### src/rtl/bias_group_sequencer.sv
// Adds the active output-channel group's bias word to each adder-tree beat with
// saturation and steps groups across a layer. Optional fused ReLU: BIAS_GROUP_SEQ_RELU_EN.

module bias_lane_add #(
   parameter int DATA_W = 18
) (
   input  logic [DATA_W-1:0] i_a,
   input  logic [DATA_W-1:0] i_b,
   output logic [DATA_W-1:0] o_y
);
   localparam logic [DATA_W-1:0] MAXV = {1'b0, {(DATA_W-1){1'b1}}};
   localparam logic [DATA_W-1:0] MINV = {1'b1, {(DATA_W-1){1'b0}}};

   logic [DATA_W:0]   w_sum;
   logic [DATA_W-1:0] w_sat;

   assign w_sum = {i_a[DATA_W-1], i_a} + {i_b[DATA_W-1], i_b};

   // Overflow shows up as disagreement between the two top bits of the wide sum.
   always_comb begin
      w_sat = w_sum[DATA_W-1:0];
      if (w_sum[DATA_W] != w_sum[DATA_W-1]) w_sat = w_sum[DATA_W] ? MINV : MAXV;
   end

`ifdef BIAS_GROUP_SEQ_RELU_EN
   assign o_y = w_sat[DATA_W-1] ? '0 : w_sat;
`else
   assign o_y = w_sat;
`endif
endmodule

module bias_group_sequencer #(
   parameter int N_adder_tree  = 16,
   parameter int DATA_W        = 18,
   parameter int NUM_GROUPS    = 4,
   parameter int PIX_PER_GROUP = 64,
   localparam int GW = (NUM_GROUPS > 1) ? $clog2(NUM_GROUPS) : 1,
   localparam int PW = (PIX_PER_GROUP > 1) ? $clog2(PIX_PER_GROUP) : 1
) (
   input  logic                                      i_clk,
   input  logic                                      i_rst_n,
   input  logic                                      i_start,
   input  logic [NUM_GROUPS*N_adder_tree*DATA_W-1:0] i_bias_bus,
   input  logic                                      i_in_valid,
   output logic                                      o_in_ready,
   input  logic [N_adder_tree*DATA_W-1:0]            i_in_data,
   output logic                                      o_out_valid,
   input  logic                                      i_out_ready,
   output logic [N_adder_tree*DATA_W-1:0]            o_out_data,
   output logic [GW-1:0]                             o_group_idx,
   output logic                                      o_busy,
   output logic                                      o_layer_done
);
   localparam int RW = N_adder_tree * DATA_W;

   typedef enum logic [1:0] {S_IDLE, S_RUN, S_DRAIN} state_t;

   state_t                               r_state, w_state_nxt;
   logic                                 r_out_valid, r_layer_done;
   logic [RW-1:0]                        r_out_data;
   logic [GW-1:0]                        r_group;
   logic [PW-1:0]                        r_pix;
   logic [RW-1:0]                        w_bias_sel;
   logic [N_adder_tree-1:0][DATA_W-1:0]  w_sum;
   logic                                 w_in_ready, w_acc_in, w_acc_out;
   logic                                 w_last_pix, w_last_grp, w_last;

   assign w_in_ready = (r_state == S_RUN) & (~r_out_valid | i_out_ready);
   assign w_acc_in   = i_in_valid & w_in_ready;
   assign w_acc_out  = r_out_valid & i_out_ready;
   assign w_last_pix = (r_pix == PW'(PIX_PER_GROUP - 1));
   assign w_last_grp = (r_group == GW'(NUM_GROUPS - 1));
   assign w_last     = w_acc_in & w_last_pix & w_last_grp;

   always_comb begin
      w_bias_sel = '0;
      for (int g = 0; g < NUM_GROUPS; g++)
         if (r_group == GW'(g)) w_bias_sel = i_bias_bus[RW*g +: RW];
   end

   for (genvar l = 0; l < N_adder_tree; l++) begin : g_lane
      bias_lane_add #(.DATA_W(DATA_W)) u_lane (
         .i_a (i_in_data[DATA_W*l +: DATA_W]),
         .i_b (w_bias_sel[DATA_W*l +: DATA_W]),
         .o_y (w_sum[l])
      );
   end

   always_ff @(posedge i_clk or negedge i_rst_n) begin
      if (!i_rst_n) r_state <= S_IDLE;
      else          r_state <= w_state_nxt;
   end

   always_comb begin
      w_state_nxt = r_state;
      case (r_state)
         S_IDLE:  if (i_start)   w_state_nxt = S_RUN;
         S_RUN:   if (w_last)    w_state_nxt = S_DRAIN;
         S_DRAIN: if (w_acc_out) w_state_nxt = S_IDLE;
         default:                w_state_nxt = S_IDLE;
      endcase
   end

   // group_idx parks on the last group through DRAIN and is cleared on the final handshake.
   always_ff @(posedge i_clk or negedge i_rst_n) begin
      if (!i_rst_n) begin
         r_out_valid  <= 1'b0;
         r_out_data   <= '0;
         r_group      <= '0;
         r_pix        <= '0;
         r_layer_done <= 1'b0;
      end else begin
         r_layer_done <= 1'b0;
         case (r_state)
            S_IDLE: begin
               if (i_start) begin
                  r_group <= '0;
                  r_pix   <= '0;
               end
            end
            S_RUN: begin
               if (w_acc_in) begin
                  r_out_data  <= w_sum;
                  r_out_valid <= 1'b1;
                  if (w_last_pix) begin
                     r_pix <= '0;
                     if (!w_last_grp) r_group <= r_group + 1'b1;
                  end else begin
                     r_pix <= r_pix + 1'b1;
                  end
               end else if (w_acc_out) begin
                  r_out_valid <= 1'b0;
               end
            end
            S_DRAIN: begin
               if (w_acc_out) begin
                  r_out_valid  <= 1'b0;
                  r_layer_done <= 1'b1;
                  r_group      <= '0;
               end
            end
            default: ;
         endcase
      end
   end

   assign o_in_ready   = w_in_ready;
   assign o_out_valid  = r_out_valid;
   assign o_out_data   = r_out_data;
   assign o_group_idx  = r_group;
   assign o_busy       = (r_state == S_RUN) | (r_state == S_DRAIN);
   assign o_layer_done = r_layer_done;
endmodule

### config.mk
export PLATFORM = sky130hd
export DESIGN_NAME = bias_group_sequencer
export DESIGN_NICKNAME = d
export VERILOG_FILES = /design/src/rtl/bias_group_sequencer.sv
export SDC_FILE = /design/constraint.sdc
export NUM_CORES = 2
export LEC_CHECK = 0
export CORE_AREA = 2 2 682 684
export DETAILED_ROUTE_END_ITERATION = 10
export DIE_AREA = 0 0 684 686
export PLACE_DENSITY = 0.3
export SYNTH_ARGS = -nofsm -noshare
export SYNTH_HDL_FRONTEND = slang
export SYNTH_SLANG_ARGS = --single-unit
export TNS_END_PERCENT = 20
### constraint.sdc
create_clock -name i_clk -period 6.2 [get_ports i_clk]
set_input_delay 1.24 -clock i_clk [delete_from_list [all_inputs] [get_ports i_clk]]
set_output_delay 1.24 -clock i_clk [all_outputs]
set_load 0.02 [all_outputs]
==> impl_metrics.csv <==
group,metric,value,unit
run_status,run_status,"finished, final reports clean",
global_route,global_route.usage.met1,17.0,%
layout,final_net_count,8629,
synth,syn_area,34800,sq um
global_route,grt_first_pass_wirelength,471000,microns
synth,ys_seq_area_share,21.6,%
setup_path,critPathLaunchType,"flip-flop",
power,peakVddDrop,0.000206,V
floorplan,num_rows,250,
synth,synth.lib_cells_used.distinct,104,
routing,mean_number_of_vias_per_cell,3.46,
clocking,clk_path_buf_depth,3,
floorplan,top_level_ports,1739,
layout,stdcell_count,13200,
setup_path,worst_setup_ep_type,"flip-flop",
setup_path,worst-endpoint-arrival,6.63,ns
placed_design,routabilityCongestion,0.879,
synth,synth.largest_area_cell,"sky130_fd_sc_hd__dfrtp_1",
routing,drt-total-wl,370000,microns
synth,post_synth_inst_count,5073,
clocking,cts_tree,"built",
routing,detail_route.first_pass.iterations,5,
worst_hold_path,whs_endpoint,"o_out_data[6]$_DFFE_PN0P_",
power,power.static_leakage,25.1,nW
synth,share_of_flip_flops_with_an_asynchronous_set_or_reset,100,%
layout,final_area,63400,sq um
clocking,tritoncts_num_sinks,300,
synth,synth_largest_type_area_fraction,21.6,%
worst_hold_path,min_delay_worst_type,"flip-flop to flip-flop",
timing,tightestPinTransition,1.10,ns
routing,dr.first_iter.drc_count,2608,
timing,period_share,96.9,%
timing,fmax,166,MHz
synth,synth_seq_cells,300,
worst_hold_path,hold_depth,2,
clocking,cts_hold_buf,0,
clocking,register_clock_pin_slew_on_the_reported_worst_setup_and_hold_paths,0.06,ns
setup_path,worst_r2r_startpoint,"o_group_idx[1]$_DFFE_PN0P_",
worst_hold_path,worst_hold_startpoint,"o_out_data[6]$_DFFE_PN0P_",
timing,period_needed,6.01,ns
synth,synth-main-ff-cell,"sky130_fd_sc_hd__dfrtp_1",
timing,maxSlewViolCount,0,
clocking,cts.root.buffer_cell,"sky130_fd_sc_hd__clkbuf_16",
placed_design,place_worst_setup_slack,-0.118,ns
routing,routed-via-count,45500,
global_route,gr-usage-all-layers,15.2,%
layout,fillers,53300,
timing,rsz0062_at_grt,"false",
placed_design,dp.final_hpwl,333000,microns
layout,fin_util,13.7,%
setup_path,worst_ep_required_time,6.82,ns
synth,avgSynthCellArea,6.87,sq um
timing,slew_headroom,25.6,%
power,power.density,255,nW/um^2
placed_design,placedInstanceArea,61600,sq um
global_route,top_usage_layer,"met2",
synth,synth_edf_count,0,
setup_path,critical_path_peak_fanout,155,
routing,drc_errors,0,
layout,flow.area_growth_from_synthesis,82.1,%
synth,syn-num-nets,6832,
setup_path,setup.worst_path.class,"flip-flop to flip-flop",
global_route,antenna_found_initial,233,
global_route,use_met2,27.8,%
layout,fraction_of_final_layout_cells_with_drive_strength_greater_than_1,7.44,%
setup_path,timing.rr.end,"o_out_data[0]$_DFFE_PN0P_",
setup_path,timing.reg2reg.setup_slack,0.19,ns
setup_path,worst-r2r-cell-count,17,
timing,fin_worst_skew,0.0450,ns
floorplan,core_area,462000,sq um
clocking,clock_insertion_delay_worst_skew,0.72,ns
layout,multi_input_comb_area,25800,sq um
floorplan,floorplan.die.width,684,microns
synth,synth_warnings,0,
global_route,grt_util_met3,4.59,%
global_route,largest_net_degree_at_the_start_of_global_routing,156,
timing,hold_viol_final,0,
clocking,htreeDepth,2,
placed_design,place.port_buffers,1738,
floorplan,floorplan.die.height,686,microns
timing,finalWorstSetupSlack,0.192,ns
clocking,tritoncts.num_buffers,49,
placed_design,dpl.cell_count,13000,
floorplan,die-area,469000,sq um
timing,finalSetupViolCount,0,
layout,regArea,7510,sq um
job,drv_cap,0,
routing,drtAntennaViolNets,0,
routing,routed_wire_length_per_instance,28.1,microns
floorplan,floorplan.initialDensity,7.54,%
global_route,first_global_vias,45900,
clocking,postCtsSetupRepairBufs,0,
synth,synth_top_cells_by_area,"sky130_fd_sc_hd__dfrtp_1 22%, sky130_fd_sc_hd__ha_1 11%, sky130_fd_sc_hd__a21oi_1 9.7%",
global_route,globalRoute.totalOverflow,0,
power breakdown:
part | internal, mW | switching (mW) | leakage [nW]
Sequential | 2.90 | 0.765 | 3.67
Combinational | 3.93 | 5.68 | 20.6
Clock | 1.64 | 1.26 | 0.778
Total | 8.46 | 7.70 | 25.1
cell type report:
| class | instances | area share (%) |
|---|---|---|
| timing repair buffer | 2048 | 31.7 |
| sequential | 300 | 11.8 |
| antenna | 77 | 0.304 |
| inverter | 113 | 0.669 |
| clock inverter | 26 | 0.391 |
| tap | 6174 | 12.2 |
| multi-input combinational | 4358 | 40.7 |
| clock buffer | 63 | 2.14 |
repair_timing:
| action | in CTS | in global routing |
|---|---|---|
| cloned | 0 | 0 |
| gates resized for setup | 1 | 1 |
| endpoints found under the setup margin | 11 | 9 |
cells in the mapped netlist (13+ instances only):
cell type                  count
sky130_fd_sc_hd__fa_1         16
sky130_fd_sc_hd__o21ai_1      64
sky130_fd_sc_hd__a211oi_1     22
sky130_fd_sc_hd__a21boi_0     15
sky130_fd_sc_hd__dfrtp_1     300
sky130_fd_sc_hd__and2_1       13
sky130_fd_sc_hd__a21o_1      123
sky130_fd_sc_hd__o21bai_1     30
sky130_fd_sc_hd__o221a_2      17
sky130_fd_sc_hd__nand4_1      19
sky130_fd_sc_hd__nor2b_1      42
sky130_fd_sc_hd__nor2_1      721
sky130_fd_sc_hd__o21a_1       32
sky130_fd_sc_hd__nor3_1       32
sky130_fd_sc_hd__clkbuf_1    259
sky130_fd_sc_hd__a22oi_1     159
sky130_fd_sc_hd__nand2b_1     74
sky130_fd_sc_hd__xor2_1       63
sky130_fd_sc_hd__and3_1       34
sky130_fd_sc_hd__a31oi_1      27
sky130_fd_sc_hd__nand3_1      50
sky130_fd_sc_hd__ha_1        298
sky130_fd_sc_hd__inv_1       113
sky130_fd_sc_hd__o31ai_1      15
sky130_fd_sc_hd__o21ai_0     577
sky130_fd_sc_hd__o211ai_1     23
sky130_fd_sc_hd__xnor2_1     132
sky130_fd_sc_hd__maj3_1       43
sky130_fd_sc_hd__or3_1        19
sky130_fd_sc_hd__buf_1        21
sky130_fd_sc_hd__o21ai_2      21
sky130_fd_sc_hd__buf_2        17
sky130_fd_sc_hd__nand2_1     811
sky130_fd_sc_hd__a21oi_1     678
layer usage:
layer,vias up,wire length (microns)
met1,21600,144000
met5,-,264
met3,425,27800
met4,42,9850
met2,1748,189000
li1,21700,-
worst max-delay path, cell delays in order, from the launching register on:
cell and delay (ns):
sky130_fd_sc_hd__dfrtp_1 0.47, sky130_fd_sc_hd__inv_1 0.18, sky130_fd_sc_hd__ha_4 0.37, sky130_fd_sc_hd__buf_12 0.32, sky130_fd_sc_hd__a22oi_1 0.26, sky130_fd_sc_hd__nor2_1 0.36
sky130_fd_sc_hd__a21oi_1 0.08, sky130_fd_sc_hd__o21ai_1 0.33, sky130_fd_sc_hd__buf_4 0.22, sky130_fd_sc_hd__ha_1 0.31, sky130_fd_sc_hd__a2111oi_1 0.60, sky130_fd_sc_hd__nor4_1 0.14
sky130_fd_sc_hd__a211o_1 0.33, sky130_fd_sc_hd__o41a_1 0.34, sky130_fd_sc_hd__xor2_1 0.48, sky130_fd_sc_hd__or2_1 0.25, sky130_fd_sc_hd__nand2_2 0.25, sky130_fd_sc_hd__o21ai_1 0.22
worst max path at each step:
| stage | cells past startpoint | slack [ns] | start | end |
|---|---|---|---|---|
| 3_5_place_dp | 18 | -0.12 | i_bias_bus[316] | o_out_data[18]$_DFFE_PN0P_ |
| 5_1_grt | 19 | 0.005 | o_group_idx[1]$_DFFE_PN0P_ | o_out_data[0]$_DFFE_PN0P_ |
| 4_1_cts | 18 | 0.13 | o_group_idx[1]$_DFFE_PN0P_ | o_out_data[9]$_DFFE_PN0P_ |
| 6_report | 17 | 0.19 | o_group_idx[1]$_DFFE_PN0P_ | o_out_data[0]$_DFFE_PN0P_ |
| 3_3_place_gp | 18 | -0.17 | i_bias_bus[316] | o_out_data[28]$_DFFE_PN0P_ |
| 2_1_floorplan | 23 | 1.62 | o_group_idx[0]$_DFFE_PN0P_ | o_out_data[64]$_DFFE_PN0P_ |
per-stage QoR:
stage | power (mW) | hold WS (ns) | setup TNS (ns)
floorplan | 7.38 | 0.460 | 0
global placement | 13.5 | 0.468 | -1.92
detailed placement | 13.5 | 0.474 | -1.42
CTS | 16.6 | 0.487 | 0
global route | 17.3 | 0.508 | 0
finish | 16.2 | 0.481 | 0
cell families (layout without fill, tap and decap cells):
logic type | after synthesis | after routing | synth area share [%]
simple gates | 1856 | 1856 | 22.2
flops | 300 | 300 | 21.6
xor+xnor | 198 | 198 | 5.04
buf+inv | 415 | 2250 | 4.63
mux | 21 | 21 | 0.683
compound gates | 1925 | 1925 | 33.0
other cells | 0 | 77 | 0
fa+ha+maj | 358 | 358 | 12.9
registers in the layout, indices dropped and copies added (netlist names):
name / cells
o_out_data: 288
r_pix: 6
o_group_idx: 2
o_layer_done: 1
o_out_valid: 1
r_state: 2
cell usage in the layout, fill, tap and decap left out, types with 63 or more instances in the layout:
master	count
sky130_fd_sc_hd__xor2_1	63
sky130_fd_sc_hd__nand2b_1	74
sky130_fd_sc_hd__a22oi_1	159
sky130_fd_sc_hd__inv_1	113
sky130_fd_sc_hd__a21o_1	123
sky130_fd_sc_hd__o21ai_0	551
sky130_fd_sc_hd__clkdlybuf4s50_1	1731
sky130_fd_sc_hd__xnor2_1	132
sky130_fd_sc_hd__ha_1	294
sky130_fd_sc_hd__o21ai_1	79
sky130_fd_sc_hd__a21oi_1	675
sky130_fd_sc_hd__buf_4	282
sky130_fd_sc_hd__nand2_1	810
sky130_fd_sc_hd__dfrtp_1	300
sky130_fd_sc_hd__nor2_1	720
sky130_fd_sc_hd__diode_2	77
(Power assumes the default switching activity.)
==> edit: new RTL, config.mk and constraints unchanged <==
Add a define of `BIAS_GROUP_SEQ_RELU_EN`.
--- a/src/rtl/bias_group_sequencer.sv
+++ b/src/rtl/bias_group_sequencer.sv
@@ -1,5 +1,7 @@
 // Adds the active output-channel group's bias word to each adder-tree beat with
 // saturation and steps groups across a layer. Optional fused ReLU: BIAS_GROUP_SEQ_RELU_EN.
+
+`define BIAS_GROUP_SEQ_RELU_EN
 
 module bias_lane_add #(
    parameter int DATA_W = 18
Behaviour: not the same (Yosys sat finds a counterexample within 4 cycles, from zero or initial values and one cycle with i_rst_n low).
==> edit against the unedited design <==
Utilization down 0.36 points. Wire length up 4.1%. Critical path depth down 1. Critical path type unchanged. Final cell count down 1.6%. Design area down 2.6%. Setup slack better by 0.17 ns. Synthesized area down 2.6%. Sequential share of layout area down 0.33 points. Sequential cell count down 16. Count of clock-buffer cells in the layout down 5.
Power is not compared: it rests on default switching activity, and its combinational part moved more than twofold at a synthesized area within 25%.
==> edit: results (changes against the unedited design) <==
Synth Area in XOR/XNOR 5.54% (+0.50 points); met1 wire length 158000 µm (+9.9%); IO Port Bufs 1722 (-0.92%); multiplexer share of the synthesized area 0.118% (-0.56 points); met2 WL 184000 µm (-2.6%); Num CTS Buffers 47 (-4.1%); share of layout cells above drive strength 1 6.52% (-0.92 points); adder-cell area share of the yosys netlist 12.5% (-0.36 points); RR Endpoint o_out_data[69]; Cell variety after synth 91 (-13%); Hold Crit Class in -> async; Vias/cell 3.50 (+1.4%); FF+latch area 7110 µm² (-5.3%); Slew @ Worst Pin 1.25 ns (+0.150 ns); wire length on met3 31800 µm (+14%); DP Worst Slack 0.0767 ns (+0.195 ns); status complete, no violations; hpwl dp 347000 µm (+4.2%); Synth top cells by count nand2_1, a21oi_1, nor2_1, o21ai_0, ha_1; R2R cell count 16 (-1); gpl congestion 0.903 (+2.8%); wire per inst 29.8 µm (+5.7%); top post-synthesis cells by area dfrtp_1, ha_1, a21oi_1; Pleak 24.1 nW; vias in the first global route 44.8k (-2.5%); compound-cell area share of the yosys netlist 33.9% (+0.89 points); initial drt markers 3389 (+30%); antenna violations before repair 267 (+15%); Synth Area per Inst 6.81 µm² (-0.81%); flop2flop setup slack 0.37 ns (+0.17 ns); post-synthesis sequential area ratio 21.0% (-0.60 points); final worst path period share 94.1% (-2.8 points); fill cell count 53.4k (+0.34%); max FFs per register 272 (-5.6%); critical path's largest stage delay 1.00 ns (+0.40 ns); Hold Worst Slack 0.441 ns (-0.0408 ns); fin nets 8457 (-2.0%); total power between 40 and 50 mW; TritonRoute pass-1 iters 6 (+1); crit path launch o_group_idx[0]; global-route wire length before repair 483000 µm (+2.6%); Post-DP Area 59900 µm² (-2.8%); CP max FO 60 (-61%); clk_skew 0.0344 ns (-0.0106 ns); Critical-path top delay cell a2111oi_0
[edit: changes by cell type after synthesis, moves of 20 or more]
cell / delta
a21oi_1: +58
a22oi_1: -24
inv_1: -36
maj3_1: -43
nand2_1: -21
nand2b_1: -46
nor2b_1: -21
nor3_1: +20
o21ai_1: -42
xor2_1: +27
[edit: timing repair]
item / in CTS / in global routing
endpoints found under the setup margin: 0 / 1
gates resized for setup: 0 / 1
endpoints found under the hold margin: 0 / 0
[edit: metal layers]
metal	GRT usage [%]	up-vias
met1	18.8	21700
met5	0	-
met2	27.1	1877
met4	3.78	98
met3	5.23	513
li1	-	21200
[edit: area by class of cell]
class | count | share of cell area [%]
Multi-Input combinational cell | 4305 | 41.1
Timing Repair Buffer | 1967 | 31.4
Clock buffer | 58 | 2.07
Sequential cell | 284 | 11.5
Tap cell | 6174 | 12.5
Antenna cell | 61 | 0.247
Clock inverter | 27 | 0.673
Inverter | 77 | 0.468
